[src/rtl/rv32_fetch_unit.sv]
// rv32 instruction fetch stage.
// Keeps the fetch PC, issues single-word reads to instruction memory and hands
// each returned word to decode through a valid/ready handshake. A redirect from
// execute replaces the fetch PC in any state. Any read already in flight when the
// redirect arrives is marked stale, and its data is dropped when it returns.
// Every output comes straight from a register.
module rv32_fetch_unit #(
    parameter logic [31:0] RESET_VECTOR = 32'h0000_0000,
    parameter logic [31:0] NOP_WORD     = 32'h0000_0013
) (
    input  logic        clock,
    input  logic        reset_n,
    input  logic        enable,
    input  logic        redirect_valid,
    input  logic [31:0] redirect_pc,
    output logic        memory_read_request,
    output logic [31:0] memory_read_address,
    input  logic        memory_read_valid,
    input  logic [31:0] memory_read_value,
    output logic [31:0] pc,
    output logic [31:0] pc_instruction,
    output logic        instruction_valid,
    input  logic        instruction_ready,
    output logic        fetch_misaligned
);

    typedef enum logic [1:0] {
        ST_IDLE    = 2'd0,
        ST_REQUEST = 2'd1,
        ST_WAIT    = 2'd2,
        ST_HOLD    = 2'd3
    } fetch_state_t;

    fetch_state_t state_r;
    fetch_state_t state_nxt_s;

    logic [31:0] fetch_pc_r;
    logic [31:0] fetch_pc_seq_s;
    logic [31:0] fetch_pc_nxt_s;
    logic        squash_r;
    logic        squash_nxt_s;
    logic [31:0] pc_r;
    logic [31:0] pc_nxt_s;
    logic [31:0] pc_instruction_r;
    logic [31:0] pc_instruction_nxt_s;
    logic        instruction_valid_r;
    logic        instruction_valid_nxt_s;
    logic        memory_read_request_r;
    logic        memory_read_request_nxt_s;
    logic [31:0] memory_read_address_r;
    logic [31:0] memory_read_address_nxt_s;
    logic        fetch_misaligned_r;

    logic [31:0] redirect_aligned_s;
    logic        redirect_misaligned_s;

    // The low two bits of a redirect target are dropped. If either was set, a misaligned pulse is raised.
    assign redirect_aligned_s    = {redirect_pc[31:2], 2'b00};
    assign redirect_misaligned_s = |redirect_pc[1:0];

    // Next-state and next-output logic. A redirect overrides the sequential fetch PC in every state.
    always_comb begin
        state_nxt_s               = state_r;
        fetch_pc_seq_s            = fetch_pc_r;
        fetch_pc_nxt_s            = fetch_pc_r;
        squash_nxt_s              = squash_r;
        pc_nxt_s                  = pc_r;
        pc_instruction_nxt_s      = pc_instruction_r;
        instruction_valid_nxt_s   = instruction_valid_r;
        memory_read_request_nxt_s = 1'b0;
        memory_read_address_nxt_s = memory_read_address_r;

        case (state_r)
            ST_IDLE: begin
                if (enable) begin
                    state_nxt_s = ST_REQUEST;
                end else begin
                    state_nxt_s = ST_IDLE;
                end
            end
            ST_REQUEST: begin
                // The strobe for the old address is already on the bus; a redirect only marks it stale.
                state_nxt_s = ST_WAIT;
                if (redirect_valid) begin
                    squash_nxt_s = 1'b1;
                end else begin
                    squash_nxt_s = squash_r;
                end
            end
            ST_WAIT: begin
                if (memory_read_valid) begin
                    if (squash_r || redirect_valid) begin
                        // Stale data: drop it and refetch from the (possibly new) fetch PC.
                        squash_nxt_s = 1'b0;
                        state_nxt_s  = ST_REQUEST;
                    end else begin
                        pc_nxt_s                = fetch_pc_r;
                        pc_instruction_nxt_s    = memory_read_value;
                        instruction_valid_nxt_s = 1'b1;
                        state_nxt_s             = ST_HOLD;
                    end
                end else if (redirect_valid) begin
                    squash_nxt_s = 1'b1;
                    state_nxt_s  = ST_WAIT;
                end else begin
                    squash_nxt_s = squash_r;
                    state_nxt_s  = ST_WAIT;
                end
            end
            ST_HOLD: begin
                if (redirect_valid) begin
                    instruction_valid_nxt_s = 1'b0;
                    pc_instruction_nxt_s    = NOP_WORD;
                    state_nxt_s             = ST_REQUEST;
                end else if (instruction_ready) begin
                    instruction_valid_nxt_s = 1'b0;
                    fetch_pc_seq_s          = fetch_pc_r + 32'd4;
                    if (enable) begin
                        state_nxt_s = ST_REQUEST;
                    end else begin
                        state_nxt_s = ST_IDLE;
                    end
                end else begin
                    state_nxt_s = ST_HOLD;
                end
            end
            default: begin
                state_nxt_s = ST_IDLE;
            end
        endcase

        if (redirect_valid) begin
            fetch_pc_nxt_s = redirect_aligned_s;
        end else begin
            fetch_pc_nxt_s = fetch_pc_seq_s;
        end

        // The strobe and address are registered on the way into REQUEST, so they are visible for that one cycle.
        if (state_nxt_s == ST_REQUEST) begin
            memory_read_request_nxt_s = 1'b1;
            memory_read_address_nxt_s = fetch_pc_nxt_s;
        end else begin
            memory_read_request_nxt_s = 1'b0;
            memory_read_address_nxt_s = memory_read_address_r;
        end
    end

    // FSM state register.
    always_ff @(posedge clock or negedge reset_n) begin
        if (!reset_n) begin
            state_r <= ST_IDLE;
        end else begin
            state_r <= state_nxt_s;
        end
    end

    // Fetch PC, squash flag and the registered outputs toward memory and decode.
    always_ff @(posedge clock or negedge reset_n) begin
        if (!reset_n) begin
            fetch_pc_r            <= RESET_VECTOR;
            squash_r              <= 1'b0;
            pc_r                  <= RESET_VECTOR;
            pc_instruction_r      <= NOP_WORD;
            instruction_valid_r   <= 1'b0;
            memory_read_request_r <= 1'b0;
            memory_read_address_r <= RESET_VECTOR;
            fetch_misaligned_r    <= 1'b0;
        end else begin
            fetch_pc_r            <= fetch_pc_nxt_s;
            squash_r              <= squash_nxt_s;
            pc_r                  <= pc_nxt_s;
            pc_instruction_r      <= pc_instruction_nxt_s;
            instruction_valid_r   <= instruction_valid_nxt_s;
            memory_read_request_r <= memory_read_request_nxt_s;
            memory_read_address_r <= memory_read_address_nxt_s;
            fetch_misaligned_r    <= redirect_valid & redirect_misaligned_s;
        end
    end

    assign memory_read_request = memory_read_request_r;
    assign memory_read_address = memory_read_address_r;
    assign pc                  = pc_r;
    assign pc_instruction      = pc_instruction_r;
    assign instruction_valid   = instruction_valid_r;
    assign fetch_misaligned    = fetch_misaligned_r;

endmodule

[config.mk]
export PLATFORM = sky130hd
export DESIGN_NAME = rv32_fetch_unit
export DESIGN_NICKNAME = d
export VERILOG_FILES = /design/src/rtl/rv32_fetch_unit.sv
export SDC_FILE = /design/constraint.sdc
export NUM_CORES = 1
export LEC_CHECK = 0
export CORE_ASPECT_RATIO = 0.9
export CORE_UTILIZATION = 40
export CTS_CLUSTER_DIAMETER = 50
export DETAILED_ROUTE_END_ITERATION = 16
export PLACE_DENSITY = 0.78
export RECOVER_POWER = 100
export SLEW_MARGIN = 20
export SYNTH_ARGS = -nofsm -noshare
export SYNTH_HDL_FRONTEND = slang
export SYNTH_SLANG_ARGS = --single-unit
export TNS_END_PERCENT = 50
[constraint.sdc]
create_clock -name clock -period 7.6 [get_ports clock]
set_input_delay 0.76 -clock clock [delete_from_list [all_inputs] [get_ports clock]]
set_output_delay 0.76 -clock clock [all_outputs]
set_load 0.1 [all_outputs]
== After elaboration in Yosys (flattened, before gate mapping) ==
Cells that the tools add are included.
Word-level totals
  bits in registers: 134
  bits in latches: 0
  bits in writable memories: 0
  bits in read-only memories: 0
  input bits: 70
  output and inout port bits: 99
  memories: 0
Operators by class
  $add $sub $neg: 1
  multiply operators: 0
  div/mod/pow operators: 0
  magnitude comparators: 0
  eq/ne operators: 9
  shift-type cells: 0
  multiplexer cells: 23
  bitwise operators: 2
  reduce and logical (&&, ||, !) cells: 9
Operator list (count)
  two-way mux 32 bit: 6
  case mux 32 bit (2 select lines): 1
  adder 32 x 3 -> 32 bit (second input constant): 1
  two-way mux 1 bit: 9
  two-way mux 2 bit: 4
  case mux 2 bit (4 select lines): 1
  AND reduction 4 bit: 2
  inequality test 2 bit (second input constant): 3
  inequality test 3 bit (second input constant): 2
  == test 2 x 1 -> 1 bit (second input constant): 2
  == test 2 bit (second input constant): 2
  case mux 1 bit (2 select lines): 2
  nonzero test 2 bit: 2
  AND reduction 3 bit: 1
  zero test 2 bit: 1
  AND reduction 2 bit: 1
  OR reduction 2 bit: 1
  bitwise AND 1 bit: 1
  logical OR 1 bit: 1
  inverter 1 bit: 1

== Longest topological paths before layout ==
  word-level depth: 6
  mapped depth: 8
  mapped depth without buffers: 6

== Worst setup path after synthesis ==
Ideal clock, no wire load.
  kind: in2reg
  start: in instruction_ready
  end: reg memory_read_address_r[30], in the netlist memory_read_address[30]
  library setup time: 0.126 ns
  data arrival time: 2.444 ns
  data required time: 7.474 ns
  slack: 5.030 ns
  cell stages on the path: 5
  buffers on the path: 0
  cell sequence: nand4_2 or4_4 or4_1 o221a_2 mux2_4
On the way
  elaborated cells on any way between the ends: 7
  those cells by class: 1 x eq/ne; 6 x mux
RTL lines
  start: declaration: RTL line 23  | input logic instruction_ready,
  two-way mux 32 bit: RTL line 115  | end else if (instruction_ready) begin
  two-way mux 32 bit: RTL line 73  | case (state_r)
  two-way mux 32 bit: RTL line 132  | if (redirect_valid) begin
  net fetch_pc_nxt_s[30]: RTL line 39  | logic [31:0] fetch_pc_nxt_s;
  end signal: assignment: RTL line 175  | memory_read_address_r <= memory_read_address_nxt_s;
  end: declaration: RTL line 50  | logic [31:0] memory_read_address_r;
The timed path passes the listed nets, and every way through them passes these cells.
A chain may end at the register's enable or synchronous reset.

==> metrics.md <==
| Metric | Value |
|---|---|
| Syn nets | `605` |
| Final period utilization | `58.6%` |
| Worst-case clock buffer depth | `2` |
| RD Place Congestion | `0.802` |
| Top Ports | `169` |
| Global-route wire length before repair | `22800 um` |
| Filler cell count | `1177` |
| Worst Hold End | `pc_instruction[26]` |
| Setup slack, reg-to-reg | `4.54 ns` |
| Crit path required time | `7.81 ns` |
| Reg-to-reg startpoint | `state_r[0]` |
| Layout area overhead | `42.2%` |
| Share of Yosys cell area claimed by the top area cell type | `56.8%` |
| Max-Cap Viols | `5` |
| Worst Hold Launch | `pc_instruction[26]` |
| Die Span Y | `116 um` |
| CTS Hold Bufs | `0` |
| Synthesized flop and latch total | `134` |
| CP delay by family, top | `buffers and inverters` |
| Hold Violations, Final | `0` |
| Maximum fanout along the worst path | `73` |
| Synth cell types | `43` |
| Syn Area/Cell | `10.8 um^2` |
| Cell count of the worst reg-to-reg path | `3` |
| Ys async rst share | `100%` |
| Setup Viol. Count Final | `0` |
| ANT nets after route | `0` |
| Initial Util | `41.0%` |
| Worst Setup Path Type | `input port to async pin` |
| EDFF count, synth | `0` |
| Antenna Cells | `0` |
| Rows | `41` |
| Largest cells by area after synthesis | `dfrtp_1 57%, mux2_2 11%, nand2_1 6.5%` |
| Routed WL per cell | `16.0 um` |
| Worst Tran Pin Value | `3.25 ns` |
| Net count reported at finish | `765` |
| Worst-path clk slew | `0.06 ns` |
| Full die area | `14900 um^2` |
| Die width | `129 um` |
| Yosys warns | `0` |
| Total wire length | `14400 um` |
| Hold/Removal Path Class | `register to register` |
| Status | `finished, violations left` |
| Crit Reg-Reg Endpoint | `pc_instruction[10]` |
| Startpoint class of the critical path | `input port` |
| RSZ-0062 raised after global routing | `no` |
| Crit path largest cell delay | `2.25 ns` |
| Largest net degree at the start of global routing | `74` |
| Via/cell ratio | `5.08` |
| GRT Overall Usage | `20.1%` |
| Residual DRC | `0` |
| Estimated wirelength of the detail-placed design | `10200 um` |
| Vias in the first global route | `4537` |
| Signal arrival time at the worst endpoint | `4.67 ns` |
| # H-tree levels | `4` |
| Setup repair bufs after CTS | `0` |
| Crit-path cells | `clkbuf_1, clkbuf_2` |
| Commonest non-fill, non-tap cell in the layout | `dfrtp_1` |
| Sum of buffers and inverters on the critical path | `2` |
| Failing checks | `max-capacitance violations, max-slew violations` |
| Worst clock skew | `0.00878 ns` |
| CTS tree | `yes` |
| Seq/Total Area, Yosys | `58.2%` |
| Initial DRC Count | `298` |
| Synthesized cell area | `5770 um^2` |
| Worst hold path depth | `2` |
| Cts bufs inserted | `17` |
| Post-CTS sizing | `0` |
| Worst-Skew Late Latency | `0.42 ns` |
| Critical path capture point type | `async pin` |
| Root Driver | `clkbuf_16` |
| Cells after synthesis | `534` |
| CP max stage cell | `clkbuf_1` |
| Routed vias | `4571` |
| Period minus WS final | `4.46 ns` |
| Rel. slew slack | `-117%` |
| Post-synth top area cell | `dfrtp_1` |
| Upper clock frequency limit | `0.224 GHz` |
| Initial antenna violation count | `0` |
| Clock sinks | `134` |
| Port Buf Inserts | `168` |
| Most frequent cells in the layout | `131 x dfrtp_1, 100 x nand2_1, 100 x dlygate4sd3_1` |
| Total gr overflow | `0` |
| Share of cells above drive strength 1 | `14.1%` |
| Fin. max-slew vios | `252` |
| First-pass detailed-route iteration total | `4` |
| Core Footprint | `14100 um^2` |
| Setup TNS | `0 ns` |
| Top FF cell, synth | `dfrtp_1` |
[final cells by class]
type / count / area [um^2] / area share [%]
clock buffers: 18 / 439 / 5.35
clock inverters: 14 / 159 / 1.94
inverters: 8 / 30.0 / 0.366
multi-input cells: 361 / 2260 / 27.6
flip-flops and latches: 134 / 3360 / 40.9
well taps: 193 / 241 / 2.94
repair buffers: 172 / 1710 / 20.9
[cell usage after synthesis (3+ instances only)]
master / instances
mux2i_1: 3
nand4_1: 15
o21ai_0: 56
a21oi_1: 11
nor4_1: 4
inv_1: 8
buf_1: 4
mux2_2: 54
xnor2_1: 18
and4_1: 3
dfstp_2: 3
nor2_1: 22
nor2b_1: 4
xor2_1: 3
clkbuf_1: 26
nand2_1: 100
o211ai_1: 6
or3_1: 6
nand3_1: 14
and3_1: 5
a31oi_1: 4
dfrtp_1: 131
nor3_1: 8
[state kept, by name, indices dropped and copies added (netlist names)]
name,cells
fetch_pc_r,32
memory_read_address,32
pc,32
pc_instruction,32
state_r,2
fetch_misaligned,1
instruction_valid,1
memory_read_request,1
squash_r,1
[metrics by stage]
| stage | hold WS [ns] | setup WS [ns] | std cells | area, um^2 | utilization [%] |
|---|---|---|---|---|---|
| 2_1_floorplan | 0.464 | 5.03 | 534 | 5770 | - |
| 3_3_place_gp | 0.462 | 4.19 | 867 | 7610 | 54.1 |
| 3_5_place_dp | 0.476 | 4.07 | 867 | 7610 | 54.1 |
| 4_1_cts | 0.320 | 4.50 | 899 | 8210 | 58.4 |
| 5_1_grt | 0.489 | 2.23 | 900 | 8200 | 58.4 |
| 6_report | 0.476 | 3.14 | 900 | 8200 | 58.4 |
[logic make-up (layout without fill, tap and decap cells)]
family	Yosys count	count (layout)	synth area share (%)
compound gates	89	89	8.81
xor+xnor	21	21	3.19
fa+ha+maj	1	1	0.217
buf+inv	39	212	2.56
flops	134	134	58.2
mux	58	58	11.3
simple gates	192	192	15.7
[worst max-delay path by stage]
| stage | depth (start not counted) | start | endpoint |
|---|---|---|---|
| 6_report | 2 | reset_n | memory_read_address[12] |
| 5_1_grt | 2 | reset_n | pc[10] |
| 4_1_cts | 8 | instruction_ready | memory_read_address[22] |
| 3_5_place_dp | 8 | instruction_ready | memory_read_address[22] |
| 3_3_place_gp | 6 | instruction_ready | memory_read_address[30] |
| 2_1_floorplan | 5 | instruction_ready | memory_read_address[30] |
[routing by layer]
layer	GRT usage, %	wire [um]
met2	31.4	6820
met4	8.00	240
met3	5.31	964
met5	0	0
met1	26.8	6340
Power is left out: the tool's default activity adds up to more than one toggle a clock period on the data nets, which glitch-free logic cannot reach.
